File: src/rtl/pipe_skid_buf.sv
// -----------------------------------------------------------------------------
// pipe_skid_buf
//
// Two-entry skid buffer placed between adjacent pipeline stages (for example
// IF->ID or ID->EX). Both sides use a valid/ready handshake. Every handshake
// output is a flop, so there is no combinational path from out_ready to
// in_ready. The head entry lives in the main register, which drives out_data
// directly. A second (skid) register absorbs the one payload that can arrive
// in the cycle in which downstream stalls.
//
// Parameters:
//   DATA_LEN  payload width in bits
//   RST_DATA  value loaded into both payload registers on reset
//
// Ports:
//   clk        clock; all state updates on the rising edge
//   rst_n      synchronous active-low reset
//   flush      discard all buffered entries this cycle (branch/exception redirect)
//   in_valid   upstream offers a payload
//   in_ready   buffer can accept a payload (registered)
//   in_data    upstream payload
//   out_valid  buffer holds a payload for downstream (registered)
//   out_ready  downstream accepts the payload
//   out_data   head payload (main register)
//   count      occupancy: 0, 1 or 2 (registered)
//
// Priority at each edge: reset > flush > normal handshake.
// -----------------------------------------------------------------------------
module pipe_skid_buf #(
    parameter int unsigned          DATA_LEN = 32,
    parameter logic [DATA_LEN-1:0]  RST_DATA = '0
) (
    input  logic                clk,
    input  logic                rst_n,
    input  logic                flush,
    input  logic                in_valid,
    output logic                in_ready,
    input  logic [DATA_LEN-1:0] in_data,
    output logic                out_valid,
    input  logic                out_ready,
    output logic [DATA_LEN-1:0] out_data,
    output logic [1:0]          count
);

    typedef enum logic [1:0] {
        ST_EMPTY = 2'b00,
        ST_ONE   = 2'b01,
        ST_TWO   = 2'b10
    } state_t;

    state_t                r_state;
    state_t                w_state_nxt;
    logic [DATA_LEN-1:0]   r_main;
    logic [DATA_LEN-1:0]   w_main_nxt;
    logic [DATA_LEN-1:0]   r_skid;
    logic [DATA_LEN-1:0]   w_skid_nxt;
    logic                  r_in_ready;
    logic                  r_out_valid;
    logic [1:0]            r_count;
    logic [1:0]            w_count_nxt;
    logic                  w_push;
    logic                  w_pop;

    // Handshake qualifiers. Both use only registered outputs of this block,
    // so in_ready never depends combinationally on out_ready.
    assign w_push = in_valid & r_in_ready;
    assign w_pop  = r_out_valid & out_ready;

    // Next-state and next-payload selection for the occupancy FSM.
    always_comb begin
        w_state_nxt = r_state;
        w_main_nxt  = r_main;
        w_skid_nxt  = r_skid;
        if (flush) begin
            // Payload registers keep their contents; only occupancy is
            // cleared. A same-cycle push is dropped. A same-cycle pop has
            // already been consumed downstream.
            w_state_nxt = ST_EMPTY;
        end else begin
            case (r_state)
                ST_EMPTY: begin
                    if (w_push) begin
                        w_state_nxt = ST_ONE;
                        w_main_nxt  = in_data;
                    end else begin
                        w_state_nxt = ST_EMPTY;
                    end
                end
                ST_ONE: begin
                    if (w_push && w_pop) begin
                        w_state_nxt = ST_ONE;
                        w_main_nxt  = in_data;
                    end else if (w_push) begin
                        // Head is stalled, so the new arrival parks in skid.
                        w_state_nxt = ST_TWO;
                        w_skid_nxt  = in_data;
                    end else if (w_pop) begin
                        w_state_nxt = ST_EMPTY;
                    end else begin
                        w_state_nxt = ST_ONE;
                    end
                end
                ST_TWO: begin
                    // in_ready is low here, so only a pop can change anything.
                    if (w_pop) begin
                        w_state_nxt = ST_ONE;
                        w_main_nxt  = r_skid;
                    end else begin
                        w_state_nxt = ST_TWO;
                    end
                end
                default: begin
                    // An illegal encoding recovers to empty.
                    w_state_nxt = ST_EMPTY;
                end
            endcase
        end
    end

    // Occupancy encoding of the next state. It feeds the registered count.
    always_comb begin
        w_count_nxt = 2'd0;
        case (w_state_nxt)
            ST_EMPTY: w_count_nxt = 2'd0;
            ST_ONE:   w_count_nxt = 2'd1;
            ST_TWO:   w_count_nxt = 2'd2;
            default:  w_count_nxt = 2'd0;
        endcase
    end

    // State, payload and registered handshake outputs, with synchronous reset.
    always_ff @(posedge clk) begin
        if (!rst_n) begin
            r_state     <= ST_EMPTY;
            r_main      <= RST_DATA;
            r_skid      <= RST_DATA;
            r_in_ready  <= 1'b0;
            r_out_valid <= 1'b0;
            r_count     <= 2'd0;
        end else begin
            r_state     <= w_state_nxt;
            r_main      <= w_main_nxt;
            r_skid      <= w_skid_nxt;
            r_in_ready  <= (w_state_nxt != ST_TWO);
            r_out_valid <= (w_state_nxt != ST_EMPTY);
            r_count     <= w_count_nxt;
        end
    end

    assign in_ready  = r_in_ready;
    assign out_valid = r_out_valid;
    assign out_data  = r_main;
    assign count     = r_count;

endmodule

File: config.mk
export PLATFORM = sky130hd
export DESIGN_NAME = pipe_skid_buf
export DESIGN_NICKNAME = d
export VERILOG_FILES = /design/src/rtl/pipe_skid_buf.sv
export SDC_FILE = /design/constraint.sdc
export NUM_CORES = 1
export LEC_CHECK = 0
export CAP_MARGIN = 20
export CORE_AREA = 2 2 112 114
export CTS_CLUSTER_SIZE = 8
export DETAILED_ROUTE_END_ITERATION = 12
export DIE_AREA = 0 0 114 116
export HOLD_SLACK_MARGIN = 0.02
export PLACE_DENSITY_LB_ADDON = 0.2
export RECOVER_POWER = 25
export SKIP_CTS_REPAIR_TIMING = 1
export SYNTH_ARGS = -nofsm -noshare
export SYNTH_HDL_FRONTEND = slang
export SYNTH_SLANG_ARGS = --single-unit
File: constraint.sdc
create_clock -name clk -period 3.2 [get_ports clk]
set_clock_uncertainty 0.15 [all_clocks]
set_input_delay 0.96 -clock clk [delete_from_list [all_inputs] [get_ports clk]]
set_output_delay 0.96 -clock clk [all_outputs]
set_load 0.01 [all_outputs]
==> results.json <==
{
  "hold_class": "flop to flop",
  "period_needed_ps": 2574,
  "crit_path_max_fanout": 34,
  "finalSetupViolations": 0,
  "rsz0062_at_grt": "no",
  "ys_types": 26,
  "outcome": "finished, final reports clean",
  "grt_pass1_wl_mm": 12.34,
  "dr_wl_met2_mm": 3.694,
  "area_growth_syn_to_layout_pct": 42.98,
  "worst_pin_slew_ps": 519.4,
  "synth_area_um2": 2943,
  "fin_util_pct": 35.33,
  "pwr-share-clk_pct": 52.2,
  "nNetsFinal": 452,
  "power.net_switching_uw": 495.0,
  "vias": 2578,
  "grt_start_max_net_pins": 69,
  "cts_tree": "built",
  "comb_power_share_pct": 9.3,
  "final-max-slew-violation-count": 0,
  "layout_common_cells": "131 x nand2_1, 70 x dfxtp_1, 47 x clkdlybuf4s50_1",
  "cts_buffers": 9,
  "h-tree-depth": 3,
  "layout_commonest_cell": "nand2_1",
  "wirelength_mm": 7.582,
  "clk_pin_slew_worst_paths_ps": 60,
  "top_layer_used": "met4",
  "cp_slowest_stage_delay_ps": 450,
  "hpwl_mm": 4.640,
  "ys_warn_count": 0,
  "max_freq_mhz": 388.5,
  "cp_top_family": "buffers and inverters",
  "antenna_found_initial": 0,
  "yosysSeqAreaShare_pct": 47.62,
  "critPathBufInv": 3,
  "nFillCells": 1241,
  "clock_sinks": 70,
  "viasPerCell": 4.555,
  "wl_met3_um": 363,
  "drt-wirelength-per-cell_um": 13.40,
  "p_int_mw": 1.876,
  "gp_congestion": 0.6914,
  "drc": 0,
  "power_density_nw_per_um2": 563.5,
  "final_area_um2": 4208,
  "min_period_over_period_pct": 80.44,
  "wirelength_met1_mm": 3.422,
  "irDropWorstVdd_uv": 293.1,
  "syn-num-nets": 387,
  "place_area_um2": 3836,
  "critPathKind": "primary input to flop",
  "die_x_um": 114,
  "fp.dieH_um": 116,
  "dr.pass1.iters": 4,
  "place_inst": 550,
  "worst_ep_arrival_time_ps": 2670,
  "avgSynthCellArea_um2": 8.432,
  "power.leakage_nw": 1.492,
  "setup_ws_ps": 626.0,
  "holdPathStages": 2,
  "clock_latency_ps": 330,
  "cts_buffer_depth": 2,
  "pin_count": 73,
  "drv_cap": 0,
  "place_ws_ps": 273.0,
  "place.port_buffers": 72,
  "netlist_instances": 349,
  "crit_chain": "clkdlybuf4s50_1 -> and2_1 -> inv_1 -> a221oi_4 -> buf_12 -> nor2_1 -> a311oi_2",
  "grt_pass1_vias": 2468,
  "max-slew-margin-rel_pct": 65.30,
  "rows": 40,
  "grtUsageTotal_pct": 12.03,
  "seq_power_share_pct": 38.5,
  "finalHoldViolCount": 0,
  "overflow": 0,
  "dr.first_iter.drc_count": 131,
  "instances_no_fill": 566,
  "cp-start-kind": "primary input",
  "cp_slowest_cell": "clkdlybuf4s50_1",
  "antenna-diode-count": 0,
  "power_mw": 2.371,
  "start_util_pct": 24.71,
  "die-area_um2": 13220,
  "crit_path_end_kind": "flop",
  "clock_tree.root_cell": "clkbuf_16",
  "ant_nets": 0,
  "critical_path_cell_count": 7,
  "tns_ps": 0,
  "required_ps": 3290,
  "hold_slack_ps": 302.9,
  "core_area_um2": 11910,
  "reg2regPathDepth": 4,
  "ys_ff_latch": 70,
  "switching_share_pct": 20.88,
  "drive_gt1_share_pct": 14.32
}
final timing paths:
check,start,slack [ps],endpoint
max reg2reg,r_state[1],1310,out_data[10]
min reg2reg,r_skid[12],300,r_skid[12]
max,out_ready,630,out_data[10]
min,r_skid[12],300,r_skid[12]
metal layers:
metal  vias to the layer above  track usage [%]
li1                       1305                -
met1                      1203            14.47
met2                        61            20.48
met3                         9            3.504
met4                         0            4.390
met5                         -                0
area by class of cell:
type / count / area (um2) / share of cell area, %
Tap cell: 147 / 183.9 / 4.371
Sequential cell: 70 / 1401 / 33.30
Multi-Input combinational cell: 248 / 1406 / 33.42
Clock inverter: 6 / 132.6 / 3.152
Clock buffer: 10 / 239.0 / 5.679
Timing Repair Buffer: 82 / 833.3 / 19.80
Inverter: 3 / 11.26 / 0.2676
tightest hold or removal path, cell delays in order, from the launching register on:
cell and delay, ps:
dfxtp_1 300, nand2_1 50, a21oi_1 50
power groups by stage:
stage               clock (mW)  sequential (mW)  combinational [mW]
floorplan                    0            0.942              0.0964
global placement             0            0.934               0.226
detailed placement           0            0.933               0.229
CTS                       1.27            0.915               0.230
global route              1.30            0.917               0.240
finish                    1.24            0.913               0.221
flip-flops by register name, indices dropped and copies added (netlist names):
signal / cells
r_state: 2
count: 2
out_valid: 1
out_data: 32
in_ready: 1
r_skid: 32
synth_stat cells:
cell,n,area share [%]
a21oi_1,34,5.8
buf_6,3,1.1
inv_2,1,0.13
nand2_1,131,17
and2_1,2,0.43
dfxtp_1,70,48
or4_1,1,0.26
buf_2,1,0.17
ha_1,1,0.43
nor4bb_1,1,0.34
a311oi_2,28,14
nor2_1,33,4.2
inv_1,2,0.26
a221oi_4,1,0.89
nor2b_1,2,0.43
o21a_1,1,0.26
or2_2,1,0.21
nor4_1,2,0.43
nand2b_1,2,0.43
nor3b_1,1,0.26
a221oi_1,1,0.30
buf_4,3,0.77
a311oi_1,4,1.2
nor3_1,1,0.17
nand3b_1,1,0.26
clkbuf_1,21,2.7
cells by family after synthesis:
family	synth area share [%]
AND/OR/NAND/NOR	24.11
flip-flops	47.62
AO/OA/AOI/OAI	22.70
buffers and inverters	5.144
adder cells (fa/ha/maj)	0.4251
Power figures use the tool's default switching activity.
